--- src/rtl/ldpc_pkg.sv ---
// ldpc_pkg: scheduler state encoding and index-width helpers shared by the
// LDPC scheduler and datapath.
package ldpc_pkg;
   typedef enum logic [2:0] {IDLE, INIT, ISSUE, DRAIN, CHECK, DONE} ldpc_sched_state_t;
   localparam int unsigned LDPC_K = 1023;
   localparam int unsigned LDPC_M = 175;
   function automatic int unsigned idx_w(input int unsigned n);
      return (n > 1) ? $clog2(n) : 1;
   endfunction
   localparam int unsigned LDPC_KW = idx_w(LDPC_K);
   localparam int unsigned LDPC_MW = idx_w(LDPC_M);
   localparam int unsigned LDPC_RW = idx_w(LDPC_M + 1);
endpackage

--- src/rtl/ldpc_syndrome_acc.sv ---
// ldpc_syndrome_acc: counts returned parity results for one iteration and
// ORs their fail bits into the syndrome flag.
module ldpc_syndrome_acc
   import ldpc_pkg::*;
#(
   parameter int unsigned M = LDPC_M
) (
   input  logic clk_i,
   input  logic rst_ni,
   input  logic clr_i,
   input  logic en_i,
   input  logic fail_i,
   output logic syn_o,
   output logic full_o
);
   localparam int unsigned RW = idx_w(M + 1);
   localparam logic [RW-1:0] M_CNT = RW'(M);
   logic [RW-1:0] cnt_q;
   logic          syn_q;
   always_ff @(posedge clk_i or negedge rst_ni) begin
      if (!rst_ni) begin
         cnt_q <= '0;
         syn_q <= 1'b0;
      end else if (clr_i) begin
         cnt_q <= '0;
         syn_q <= 1'b0;
      end else if (en_i) begin
         cnt_q <= cnt_q + 1'b1;
         syn_q <= syn_q | fail_i;
      end
   end
   assign syn_o  = syn_q;
   assign full_o = cnt_q == M_CNT;
endmodule

--- src/rtl/ldpc_iter_sched.sv ---
// ldpc_iter_sched: sequences LLR init, then per-iteration check-row passes until
// the syndrome clears or max_loops is hit. Macro SYNDROME_EARLY_EXIT_EN enables early exit.
module ldpc_iter_sched
   import ldpc_pkg::*;
#(
   parameter int unsigned K = LDPC_K,
   parameter int unsigned M = LDPC_M,
   parameter int unsigned MAX_LOOPS_WIDTH = 64,
   localparam int unsigned KW = idx_w(K),
   localparam int unsigned MW = idx_w(M),
   localparam int unsigned RW = idx_w(M + 1)
) (
   input  logic                       clk_i,
   input  logic                       rst_ni,
   input  logic                       start_i,
   input  logic [MAX_LOOPS_WIDTH-1:0] max_loops_i,
   output logic                       init_valid_o,
   output logic [KW-1:0]              init_addr_o,
   output logic                       row_valid_o,
   input  logic                       row_ready_i,
   output logic [MW-1:0]              row_idx_o,
   input  logic                       par_valid_i,
   input  logic                       par_fail_i,
   output logic                       busy_o,
   output logic                       done_o,
   output logic                       success_o,
   output logic [MAX_LOOPS_WIDTH-1:0] iter_count_o
);
   localparam logic [KW-1:0] K_LAST = KW'(K - 1);
   localparam logic [RW-1:0] M_LAST = RW'(M - 1);
   ldpc_sched_state_t state_q, state_d;
   logic [KW-1:0] addr_q, addr_d;
   logic [RW-1:0] row_q, row_d;
   logic [MAX_LOOPS_WIDTH-1:0] iter_q, iter_d, max_q, max_d, iter_nx;
   logic succ_q, succ_d, clr, syn, full, stop, acc_en;
   assign acc_en  = par_valid_i && (state_q == ISSUE || state_q == DRAIN);
   assign iter_nx = iter_q + 1'b1;
`ifdef SYNDROME_EARLY_EXIT_EN
   assign stop = !syn || iter_nx == max_q;
`else
   assign stop = iter_nx == max_q;
`endif
   ldpc_syndrome_acc #(.M(M)) u_acc (
      .clk_i  (clk_i),
      .rst_ni (rst_ni),
      .clr_i  (clr),
      .en_i   (acc_en),
      .fail_i (par_fail_i),
      .syn_o  (syn),
      .full_o (full)
   );
   always_comb begin
      state_d = state_q;
      addr_d  = addr_q;
      row_d   = row_q;
      iter_d  = iter_q;
      max_d   = max_q;
      succ_d  = succ_q;
      clr     = 1'b0;
      case (state_q)
         IDLE: if (start_i) begin
            state_d = INIT;
            addr_d  = '0;
            row_d   = '0;
            iter_d  = '0;
            max_d   = max_loops_i;
            succ_d  = 1'b0;
            clr     = 1'b1;
         end
         INIT: begin
            addr_d = addr_q + 1'b1;
            if (addr_q == K_LAST) state_d = (max_q == '0) ? DONE : ISSUE;
         end
         ISSUE: if (row_ready_i) begin
            row_d = row_q + 1'b1;
            if (row_q == M_LAST) state_d = DRAIN;
         end
         DRAIN: if (full) state_d = CHECK;
         CHECK: begin
            iter_d  = iter_nx;
            succ_d  = !syn;
            state_d = stop ? DONE : ISSUE;
            row_d   = stop ? row_q : '0;
            clr     = !stop;
         end
         DONE:    state_d = IDLE;
         default: state_d = IDLE;
      endcase
   end
   always_ff @(posedge clk_i or negedge rst_ni) begin
      if (!rst_ni) begin
         state_q <= IDLE;
         addr_q  <= '0;
         row_q   <= '0;
         iter_q  <= '0;
         max_q   <= '0;
         succ_q  <= 1'b0;
      end else begin
         state_q <= state_d;
         addr_q  <= addr_d;
         row_q   <= row_d;
         iter_q  <= iter_d;
         max_q   <= max_d;
         succ_q  <= succ_d;
      end
   end
   assign init_valid_o = state_q == INIT;
   assign init_addr_o  = addr_q;
   assign row_valid_o  = state_q == ISSUE;
   assign row_idx_o    = row_q[MW-1:0];
   assign busy_o       = state_q != IDLE;
   assign done_o       = state_q == DONE;
   assign success_o    = succ_q;
   assign iter_count_o = iter_q;
endmodule

--- config.mk ---
export PLATFORM = sky130hd
export DESIGN_NAME = ldpc_iter_sched
export DESIGN_NICKNAME = d
export VERILOG_FILES = /design/src/rtl/ldpc_pkg.sv /design/src/rtl/ldpc_syndrome_acc.sv /design/src/rtl/ldpc_iter_sched.sv
export SDC_FILE = /design/constraint.sdc
export NUM_CORES = 1
export LEC_CHECK = 0
export ABC_CLOCK_PERIOD_IN_PS = 3100
export BUFFER_PORTS_ARGS = -buffer_cell sky130_fd_sc_hd__buf_2
export CORE_UTILIZATION = 35
export DETAILED_ROUTE_END_ITERATION = 16
export SETUP_SLACK_MARGIN = 0.05
export SLEW_MARGIN = 20
export SYNTH_ARGS = -nofsm -noshare
export SYNTH_HDL_FRONTEND = slang
export SYNTH_SLANG_ARGS = --single-unit
--- constraint.sdc ---
create_clock -name clk_i -period 3.1 [get_ports clk_i]
set_input_delay 0.155 -clock clk_i [delete_from_list [all_inputs] [get_ports clk_i]]
set_output_delay 0.155 -clock clk_i [all_outputs]
set_load 0.05 [all_outputs]
* Yosys cells after proc, flatten, opt, wreduce, memory -nomap -nowiden
Index checks and enable logic that the tools add are counted.
Operators by class: add/sub/neg operators 4, equality and inequality tests 15, mux-type cells 24, bitwise operators 1, reduce and logical (&&, ||, !) cells 16
Operators with widths (count):
- case mux 64 bit (2 select lines) | 1
- adder 64 x 1 -> 64 bit, second input constant | 1
- equality test 64 bit | 1
- logical NOT 64 bit | 1
- two-way mux 64 bit | 1
- two-way mux 8 bit | 5
- case mux 8 bit (3 select lines) | 1
- two-way mux 3 bit | 7
- case mux 10 bit (2 select lines) | 1
- adder 8 x 1 -> 8 bit, second input constant | 2
- equality test 8 bit, second input constant | 2
- case mux 3 bit (5 select lines) | 1
- adder 10 x 1 -> 10 bit, second input constant | 1
- equality test 10 bit, second input constant | 1
- two-way mux 10 bit | 1
- equality test 3 x 2 -> 1 bit, second input constant | 2
- equality test 3 bit, second input constant | 2
- != test 2 x 1 -> 1 bit, second input constant | 3
- != test 2 bit, second input constant | 3
- AND reduction 2 bit | 3
- nonzero test 2 bit | 3
- nonzero test 3 bit | 2
- AND reduction 5 bit | 1
- two-way mux 1 bit | 4
- 8 further kinds | 10
Storage, ports and cells: register bits after elaboration 159, input port bits 70, output and inout port bits 87

* Depth between registers and ports, before layout
word-level depth 5, mapped depth 12

* By module
A second synthesis with hierarchy kept.
Unflattened totals: cells, all modules 1196, area, all modules 9899.5 µm²
By module, submodules not included:
- ldpc_iter_sched | instances 1, cells an instance 1152, area an instance 9442.8 µm², seq. area each 3753.6 µm²
- ldpc_syndrome_acc | instances 1, cells an instance 44, area an instance 456.7 µm², seq. area each 225.2 µm²

* Worst setup path after synthesis
OpenSTA, ideal clock, no wires.
path type reg2reg, start register iter_q[0], in the netlist iter_count_o[0], end register row_q[5], in the netlist row_idx_o[5], arrival 3.673 ns, setup slack -0.659 ns, cell stages (with the launch flop) 12, path buffers 1, period minus slack after synthesis 3.759 ns, cell sequence dfrtp_1 -> ha_1 -> nand3_1 -> or3_1 -> or4_1 -> buf_2 -> or3_1 -> nand3_1 -> or4b_4 -> nor4_4 -> a211oi_2 -> o211ai_1
On the way: word-level cells in the longest chain between the ends 4
Ends and longest elaborated chain:
- start, declared | RTL line ldpc_iter_sched.sv:34 | logic [MAX_LOOPS_WIDTH-1:0] iter_q, iter_d, max_q, max_d, iter_nx;
- start signal, assigned | RTL line ldpc_iter_sched.sv:102 | iter_q <= iter_d;
- adder 64 x 1 -> 64 bit | RTL line ldpc_iter_sched.sv:37 | assign iter_nx = iter_q + 1'b1;
- equality test 64 bit | RTL line ldpc_iter_sched.sv:41 | assign stop = iter_nx == max_q;
- != test 2 bit (no source line)
- AND reduction 4 bit (no source line)
- end signal, assigned | RTL line ldpc_iter_sched.sv:101 | row_q <= row_d;
- end, declared | RTL line ldpc_iter_sched.sv:33 | logic [RW-1:0] row_q, row_d;
No other way between the ends. A chain may end at the register's enable or synchronous reset.

* Worst setup path after layout
start register iter_q[0], in the netlist iter_count_o[0], end register u_acc.cnt_q[5]
On the way: word-level cells in the longest chain between the ends 5
Ends and longest elaborated chain:
- adder 64 x 1 -> 64 bit (*) | RTL line ldpc_iter_sched.sv:37
- equality test 64 bit (*) | RTL line ldpc_iter_sched.sv:41
- logical NOT 1 bit (*) | RTL line ldpc_iter_sched.sv:84 | clr = !stop;
- case mux 1 bit (2 select lines) (*) | RTL line ldpc_iter_sched.sv:60 | case (state_q)
- two-way mux 8 bit or nonzero test 2 bit (tied branches)
- end signal, assigned | RTL line ldpc_syndrome_acc.sv:28 | cnt_q <= cnt_q + 1'b1;
- end, declared | RTL line ldpc_syndrome_acc.sv:18 | logic [RW-1:0] cnt_q;
Every way passes the cells marked *; elsewhere a longest branch is shown, timed or not.

==> results by group <==
Placed design
  – Worst slack at placement: -0.381 ns
  – Post-DP Area: around 0.014 mm²
  – Dpl hpwl: between 30,000 and 40,000 µm
  – GPL Wtd Cong: 1.02
  – Placed insts: 2,062
  – # port buffers: ~160

Setup path
  – Crit end category: flip-flop
  – Crit Path Max Fanout: 5
  – Flop-to-flop setup slack: -0.25 ns
  – WP data arrival: about 3.7 ns
  – Worst EP required: between 3 and 4 ns
  – CP Class: flip-flop to flip-flop
  – Critical Path Source Type: flip-flop
  – Reg2Reg Launch Point: iter_count_o[0]$_DFFE_PN0P_
  – Reg2reg path depth: 13
  – Reg2reg end: u_acc.cnt_q[5]$_DFFE_PN0P_

Timing
  – Final hold vios: 0
  – Final min period: ~3.4 ns
  – Max-slew headroom: 0.404
  – Max Transition Viols Final: 0
  – # setup viols final: 20
  – Final worst slack: -0.252 ns
  – Period utilization: 1.08
  – Clock skew: approximately 0.016 ns
  – FMAX: about 300 MHz
  – RSZ-0062 raised after global routing: yes
  – Final hold slack: 0.0373 ns
  – Worst Tran Pin Value: approximately 0.89 ns

Floorplan
  – Core area: a little under 0.03 mm²
  – Die ar.: 0.0308 mm²
  – DIE WIDTH: ~180 µm
  – Die Ht: 175 µm
  – Rows: 63
  – IO Count: around 160
  – Initial Util: 0.355

Route
  – Antenna viol nets, final: 0
  – Post-route DRC: 0
  – Drt total wl: between 40,000 and 50,000 µm
  – Vias: roughly 12,000
  – DR vias/cell: 5.62
  – Drt first pass iters: 5
  – Initial DRC count: between 1,000 and 1,500
  – WL/cell: around 21 µm

Logic synthesis
  – #FFs+latches synth: ~160
  – Main synth FF type: dfrtp_1
  – Post-synth top area share: 0.378
  – Most numerous cell in the Yosys netlist: nand2_1
  – Post-Syn Nets: between 1,000 and 1,500
  – Sequential area share after synthesis: 0.378
  – Area leader, netlist: dfrtp_1
  – Ys async rst share: 1.00
  – Avg Synthesized Cell Area: around 8.0 µm²
  – Top area cells in the synthesized netlist: dfrtp_1 (38%), nand2_1 (11%), o21ai_0 (4.9%)
  – Yosys warns: 0
  – Synth cell types: 71
  – Synth Cell Area: about 0.011 mm²
  – Syn Inst Count: 1,311
  – Post-synth EDFFs: 0
  – Synth top cells by count: nand2_1 (305), dfrtp_1 (159), o21ai_0 (104), xnor2_1 (59), nand4_1 (56)

Clock network
  – Total CTS buffers: 17
  – CTS root buffer: clkbuf_16
  – H-tree depth: 4
  – Clk slew on worst S/H paths: about 0.08 ns
  – Worst skew pair latency: 0.45 ns
  – Clk buf depth: 2
  – CTS Sinks: between 150 and 200
  – CTS tree: yes

Layout
  – Final Non-Filler Cells: approximately 2,200
  – Area grow syn2layout: 52.8%
  – Fin util: 0.543
  – Number of diodes: 0
  – Fill cell count: between 2,000 and 3,000
  – Final instance area: around 0.016 mm²
  – Layout cells sized above 1: 0.382
  – Final nets: roughly 1,900

GRT
  – Antenna violations before repair: 0
  – Vias in the first global route: 11,800
  – Largest net degree at the start of global routing: 77
  – First-pass GRT wire length: 70,400 µm
  – Total Routing Usage GR: 0.302
  – Total global routing overflow: 0

Run
  – Max Cap Violations: 0

Min path
  – Hold Crit Start: par_fail_i
  – Hold path endpoint: u_acc.syn_o$_DFFE_PN0P_
  – Min-delay worst type: primary input to flip-flop
  – Hold Crit Depth: 3

Run status
  – Status: finished with violations
  – Failing checks: negative setup slack

Power and ir drop
  – Leak: between 7 and 8 nW
  – Pwr dens: about 630 mW/mm²
  – Peak supply drop: 535 µV
final cells by class:
class | instances | area, µm² | share of cell area
multi-input combinational | 1042 | 6740 | 0.419
timing repair buffer | 555 | 4110 | 0.256
sequential | 159 | 4050 | 0.252
tap | 390 | 488 | 0.0303
clock buffer | 17 | 425 | 0.0265
clock inverter | 15 | 184 | 0.0114
inverter | 21 | 78.8 | 0.00490
critical path, cell delays in order (launching register included):
cell and delay (ns):
dfrtp_4 0.43, ha_4 0.17, and3_4 0.20, buf_12 0.11, and4_1 0.33, buf_4 0.18
and4_1 0.30, a21o_1 0.20, nand3_2 0.08, or4b_4 0.57, nor3_4 0.30, buf_6 0.16
a21oi_4 0.08, nor3_1 0.15
where the power goes:
| part | switching, mW | leakage, nW | internal [mW] |
|---|---|---|---|
| combinational | 2.75 | 5.22 | 1.79 |
| sequential | 0.837 | 2.01 | 2.61 |
| clock | 1.10 | 0.298 | 1.10 |
placed cells by master (no fill, tap or decap), types with 9 or more instances in the layout:
cell type      synthesis  final
clkbuf_16              0     18
a21oi_1               33     32
dfrtp_1              159    105
o31ai_1               25     24
dlygate4sd3_1          0     65
nor4_1                49     38
nand4_1               56     56
nor2_1                55     53
nand2_1              305    303
or3_1                 13     11
o21ai_0              104     99
xnor2_1               59     50
xnor2_2                0      9
buf_4                  5    309
or4_4                  2     12
nor3_1                31     17
xor2_1                42     42
nor3_2                 3     11
nand3_1               53     48
inv_1                 20     20
dfrtp_2                0     53
and4_1                21     18
o211ai_1               9      9
a31oi_1               16     15
and3_1                15     13
buf_2                 27    155
buf_6                  0     18
and2_1                11     10
nor4_4                 3     11
state kept, by name, indices dropped and copies added, names as in the netlist:
| register | cells |
|---|---|
| init_addr_o | 10 |
| iter_count_o | 64 |
| max_q | 64 |
| row_idx_o | 8 |
| state_q | 3 |
| success_o | 1 |
| u_acc.cnt_q | 8 |
| u_acc.syn_o | 1 |
kinds of logic after synthesis:
logic type	share of synthesized area
DFF	0.378
and+or+nand+nor	0.339
xor gates and xnor gates	0.0841
adders and majority gates	0.00713
buffers and inverters	0.0452
AOI/OAI and AO/OA	0.141
muxes	0.00571
stage by stage:
stage | TNS (ns) | power [mW]
floorplan | -3.36 | 5.84
global placement | -6.50 | 7.46
detailed placement | -5.99 | 7.51
CTS | -3.36 | 9.95
global route | -5.99 | 10.7
finish | -3.87 | 10.2
worst max-delay path by stage:
stage,end,start,depth (start not counted)
final,u_acc.cnt_q[5]$_DFFE_PN0P_,iter_count_o[0]$_DFFE_PN0P_,13
after global routing,state_q[1]$_DFFE_PN0P_,iter_count_o[25]$_DFFE_PN0P_,10
after CTS,row_idx_o[5]$_DFFE_PN0P_,iter_count_o[0]$_DFFE_PN0P_,11
after detailed placement,row_idx_o[5]$_DFFE_PN0P_,iter_count_o[0]$_DFFE_PN0P_,13
after global placement,row_idx_o[5]$_DFFE_PN0P_,iter_count_o[0]$_DFFE_PN0P_,16
after floorplan,state_q[1]$_DFFE_PN0P_,iter_count_o[10]$_DFFE_PN0P_,11
timing repair:
| item | in CTS | in global routing |
|---|---|---|
| hold buffers | 65 | 0 |
| pin swaps | 39 | 39 |
| cloned | 0 | 2 |
| setup endpoints to repair | 20 | 20 |
| gates resized for setup | 63 | 46 |
| hold endpoints to repair | 115 | 0 |
| buffers inserted | 26 | 14 |
layer usage:
layer | GRT usage | vias to the layer above | routed length [µm]
met5 | 0 | - | 0
met4 | 0.0978 | 0 | 1510
met3 | 0.0526 | 99 | 3770
met2 | 0.460 | 550 | 20300
met1 | 0.431 | 5989 | 20500
li1 | - | 5710 | -
Note: power is estimated with default switching activity, not from simulation.
